$ cat config.mk
export PLATFORM = sky130hd
export DESIGN_NAME = mod_updown_counter
export DESIGN_NICKNAME = d
export VERILOG_FILES = /design/src/rtl/counter_pkg.sv /design/src/rtl/count_step.sv /design/src/rtl/mod_updown_counter.sv
export SDC_FILE = /design/constraint.sdc
export NUM_CORES = 1
export LEC_CHECK = 0
export ABC_AREA = 1
export CAP_MARGIN = 30
export CORE_AREA = 2 2 39 41
export DETAILED_ROUTE_END_ITERATION = 10
export DIE_AREA = 0 0 41 43
export HOLD_SLACK_MARGIN = 0.15
export PLACE_DENSITY_LB_ADDON = 0.2
export SETUP_SLACK_MARGIN = 0.2
export SLEW_MARGIN = 20
export SYNTH_ARGS = -nofsm -noshare
export SYNTH_HDL_FRONTEND = slang
export SYNTH_SLANG_ARGS = --single-unit
$ cat constraint.sdc
create_clock -name clk -period 1.73 [get_ports clk]
set_input_delay 0.346 -clock clk [delete_from_list [all_inputs] [get_ports clk]]
set_output_delay 0.346 -clock clk [all_outputs]
set_load 0.01 [all_outputs]
$ cat src/rtl/counter_pkg.sv
// counter_pkg: shared direction/mode constants and width helper for the counter family
package counter_pkg;
    localparam logic DIR_UP    = 1'b1;
    localparam logic DIR_DOWN  = 1'b0;
    localparam logic MODE_WRAP = 1'b0;
    localparam logic MODE_SAT  = 1'b1;
    // Bits needed to count 0..v-1; use clog2(MAX+1) to size a counter for MAX.
    function automatic int unsigned clog2(input longint unsigned v);
        int unsigned n;
        longint unsigned p;
        n = 0;
        p = 1;
        while (p < v) begin
            p = p << 1;
            n++;
        end
        return n;
    endfunction
endpackage

$ cat src/rtl/count_step.sv
// count_step: combinational next-value of a 0..MAX up/down counter
//   y        in  current count
//   up       in  direction (DIR_UP / DIR_DOWN)
//   sat      in  boundary mode (MODE_WRAP / MODE_SAT)
//   next_y   out value after one enabled step
//   at_bound out y sits at the boundary in the current direction
//   wrap_evt out this step wraps around the range
module count_step
    import counter_pkg::*;
#(
    parameter int WIDTH = 4,
    parameter logic [WIDTH-1:0] MAX = '1
) (
    input  logic [WIDTH-1:0] y,
    input  logic             up,
    input  logic             sat,
    output logic [WIDTH-1:0] next_y,
    output logic             at_bound,
    output logic             wrap_evt
);
    logic             is_up;
    logic             is_sat;
    logic [WIDTH-1:0] wrap_y;
    logic [WIDTH-1:0] step_y;
    // Boundary is tested before stepping, so the add/subtract never has to roll over.
    always_comb begin
        is_up    = (up == DIR_UP);
        is_sat   = (sat == MODE_SAT);
        at_bound = is_up ? (y == MAX) : (y == '0);
        wrap_y   = is_up ? '0 : MAX;
        step_y   = is_up ? y + WIDTH'(1) : y - WIDTH'(1);
        next_y   = at_bound ? (is_sat ? y : wrap_y) : step_y;
        wrap_evt = at_bound & ~is_sat;
    end
endmodule

$ cat src/rtl/mod_updown_counter.sv
// mod_updown_counter: modulo-(MAX+1) up/down counter with load, clear, saturate and cascade carry
//   clk  in  rising-edge clock
//   res  in  asynchronous active-low reset
//   clr  in  synchronous clear (highest priority)
//   load in  synchronous load of din, clamped to MAX
//   din  in  load value
//   en   in  count enable
//   up   in  direction, 1 = up
//   sat  in  boundary mode, 0 = wrap, 1 = saturate
//   y    out registered count
//   tc   out terminal count / cascade carry, combinational
//   wrap out one-cycle pulse after a wrapping edge
//   ovf  out sticky overflow, cleared by clr or reset
module mod_updown_counter
    import counter_pkg::*;
#(
    parameter int WIDTH = 4,
    parameter logic [WIDTH-1:0] MAX = '1
) (
    input  logic             clk,
    input  logic             res,
    input  logic             clr,
    input  logic             load,
    input  logic [WIDTH-1:0] din,
    input  logic             en,
    input  logic             up,
    input  logic             sat,
    output logic [WIDTH-1:0] y,
    output logic             tc,
    output logic             wrap,
    output logic             ovf
);
    if (WIDTH < 2 || WIDTH > 32) begin : g_bad_width
        $error("mod_updown_counter: WIDTH must be 2..32");
    end
    if (MAX == '0) begin : g_bad_max
        $error("mod_updown_counter: MAX must be at least 1");
    end
    logic [WIDTH-1:0] next_y;
    logic             at_bound;
    logic             wrap_evt;
    logic             din_over;
    count_step #(.WIDTH(WIDTH), .MAX(MAX)) u_step (
        .y        (y),
        .up       (up),
        .sat      (sat),
        .next_y   (next_y),
        .at_bound (at_bound),
        .wrap_evt (wrap_evt)
    );
    assign din_over = (din > MAX);
    // Carry is gated only by en so a downstream stage advances on the same edge this one wraps.
    assign tc = en & at_bound;
    always_ff @(posedge clk or negedge res) begin
        if (!res) begin
            y    <= '0;
            wrap <= 1'b0;
            ovf  <= 1'b0;
        end else if (clr) begin
            y    <= '0;
            wrap <= 1'b0;
            ovf  <= 1'b0;
        end else if (load) begin
            y    <= din_over ? MAX : din;
            wrap <= 1'b0;
            ovf  <= ovf | din_over;
        end else if (en) begin
            y    <= next_y;
            wrap <= wrap_evt;
            ovf  <= ovf | at_bound;
        end else begin
            wrap <= 1'b0;
        end
    end
endmodule

==> key figures <==
Outcome
  – Status: finished, final reports clean

Floorplan
  – Die Y: 43 um
  – CORE AREA: 0.001384 sq mm
  – Die W: 41 um
  – Initial Utilization: 36.35%
  – Die ar.: 0.001763 sq mm
  – # rows: 14
  – IO Count: 18

Pwr
  – Peak supply drop: 0.3891 mV
  – Internal: 0.0003719 W
  – Clock share of power: 23.6%
  – Reg power frac: 29.5%
  – P_leak: 0.4846 nW
  – PwrDens: 653.9 mW/mm^2
  – NetSw: 0.0001877 W
  – Net Sw Frac: 33.54%
  – Gate power share: 46.9%

Finish
  – Area of the multi-input gates: 331.6 sq um
  – ANT cells: 0
  – Layout cells sized above 1: 32.46%
  – Fillers: 118
  – Sequential Area: 150.1 sq um
  – Finished Cell Area: 855.8 sq um
  – Area grow syn2layout: 70.15%
  – Fin nets: 130
  – Post-Layout Cell Count: 130

Critical path
  – Crit Path Category: reg2out
  – Critical path arrival: 1210 ps
  – Reg2Reg Depth: 9
  – Crit Path Max Fanout: 4
  – Worst Path Required: 1380 ps
  – Setup crit start kind: flip-flop
  – Crit. End Element: output pin

Drt
  – Initial DRC count: 12
  – Routed length per instance: 9.654 um
  – Post-DRT Antenna Nets: 0
  – Drt first pass iters: 4
  – Drt total wl: 1255 um
  – Post-route DRC: 0
  – Vias/cell: 4.515
  – Routed vias: 587

Synth
  – EDFF count, synth: 0
  – Post-Syn Nets: 92
  – Ys flop type: dfrtp_1
  – Share of the synthesized area in the top cell type: 29.85%
  – FF+latch count, synth: 6
  – Top-count cell post-synth: nand2_1
  – Post-synth top area cell: dfrtp_1
  – Avg Cell Area, Syn: 6.448 sq um
  – Post-synthesis cell area: 503.0 sq um
  – Synth area leaders: dfrtp_1, nand2_1, inv_1
  – Fraction of registers with async set/reset: 100.0%
  – Syn Inst Count: 78
  – Sequential area share after synthesis: 29.85%
  – Most frequent cells after synthesis: nand2_1, inv_1, nor2_1, dfrtp_1
  – Synth cell types: 19
  – Synth warn: 0

CTS
  – CTS Hold Buffers Added: 0
  – H-tree depth: 1
  – TritonCTS Buffers: 3
  – CTS Buffer Depth: 2
  – Root Driver: clkbuf_4
  – Worst skew pair latency: 250 ps
  – CTS tree: built
  – Clock slew at reported path FFs: 50 ps
  – CTS sink cnt: 6

STA
  – Max Freq: 643.7 MHz
  – Worst-margin pin slew: 285.6 ps
  – Hold Violations, Final: 0
  – Slew Limit Fails: 0
  – Final setup viols: 0
  – Skew final: 1.757 ps
  – Fin crit share: 89.80%
  – Fin crit period: 1554 ps
  – Slew headroom: 80.90%
  – RSZ-0062 raised after global routing: yes

GRT
  – Met1 Use GR: 17.82%
  – Grt met3 use: 2.094%
  – Global route overflow: 0
  – First-pass GRT wire length: 1897 um
  – Largest net degree at the start of global routing: 8
  – GR peak layer: met2
  – Initial antenna violation count: 0
  – Number of global-route vias before repair: 513
  – Total track usage: 16.30%
  – GR Layer Usage met2: 28.44%

Placement
  – Port buffer count: 17
  – Placed Area: 798.3 sq um
  – Final Wtd Congestion: 0.7417
  – Placed cells: 125
  – DP HPWL: 1024 um

Flow run
  – Max_cap viols: 0

Min path
  – HP Class: in2async
worst paths after layout:
check | slack, ps | from | to
max | 180 | y[0] | tc
max reg2reg | 210 | y[0] | y[2]
min | 340 | res | ovf
min in group clk | 520 | ovf | ovf
min reg2reg | 520 | ovf | ovf
max in group asynchronous | 1170 | res | y[1]
sequential cells by signal, summed over array words and instances (netlist names):
register,cells
y,4
ovf,1
wrap,1
through the flow:
stage / setup TNS [ps] / worst slack, ps / hold slack (ps) / util (%) / total power (W)
6_report: 0 / 176.5 / 343.4 / 61.84 / 0.0005596
5_1_grt: 0 / 91.58 / 361.5 / 61.84 / 0.0006029
4_1_cts: 0 / 127.9 / 351.8 / 60.58 / 0.0005543
3_5_place_dp: -1031 / -408.8 / 521.6 / 57.69 / 0.0004185
3_3_place_gp: -980.6 / -405.3 / 498.0 / 57.69 / 0.0004129
2_1_floorplan: 0 / 220.4 / 50.41 / - / 0.0002883
cell families after synthesis:
logic type | after synthesis | share of synthesized area, %
AOI/OAI and AO/OA | 4 | 4.229
xor gates and xnor gates | 1 | 1.742
adders and majority gates | 3 | 8.955
buffers and inverters | 13 | 9.702
DFF | 6 | 29.85
and+or+nand+nor | 51 | 45.52
power by group through the flow:
| stage | sequential [W] | clock [W] | combinational [W] |
|---|---|---|---|
| after floorplan | 0.000177 | 0 | 0.000111 |
| after global placement | 0.000166 | 0 | 0.000247 |
| after detailed placement | 0.000166 | 0 | 0.000252 |
| after CTS | 0.000165 | 0.000131 | 0.000258 |
| after global routing | 0.000167 | 0.000143 | 0.000293 |
| final | 0.000165 | 0.000132 | 0.000263 |
cells in the final DEF, fill, tap and decap left out, types with 2 or more instances in the layout:
cell	synthesis	layout
nand2_1	31	30
buf_4	0	16
inv_2	3	4
dfrtp_1	6	6
dlygate4sd2_1	0	3
a21oi_1	2	2
clkbuf_4	0	3
inv_1	10	9
nor2_2	1	2
nand2_4	1	2
clkdlybuf4s50_1	0	11
nand3_2	2	2
nor2_1	9	8
nand2_2	3	3
critical path, stage by stage, from the launching register on:
cell	delay, ps
dfrtp_1	410
nor2_2	140
nand3_2	110
nand2_4	100
nand2_4	50
inv_2	60
buf_6	90
per-layer routing:
layer  up-vias  wire length [um]
li1        311                 -
met1       251               499
met2        22               668
met3         3                69
met4         0                18
met5         -                 0
final cells by class:
type / count / share of cell area, %
Inverter: 13 / 5.702
Tap cell: 16 / 2.339
Clock buffer: 3 / 2.632
Timing Repair Buffer: 33 / 33.04
Multi-Input combinational cell: 59 / 38.74
Sequential cell: 6 / 17.54
repair_timing:
item | 4_1_cts | 5_1_grt
pin swaps | 3 | 4
cloned | 0 | 0
gates resized for setup | 14 | 6
setup buffers | 1 | 1
endpoints found under the setup margin | 8 | 5
(Power assumes the default switching activity.)
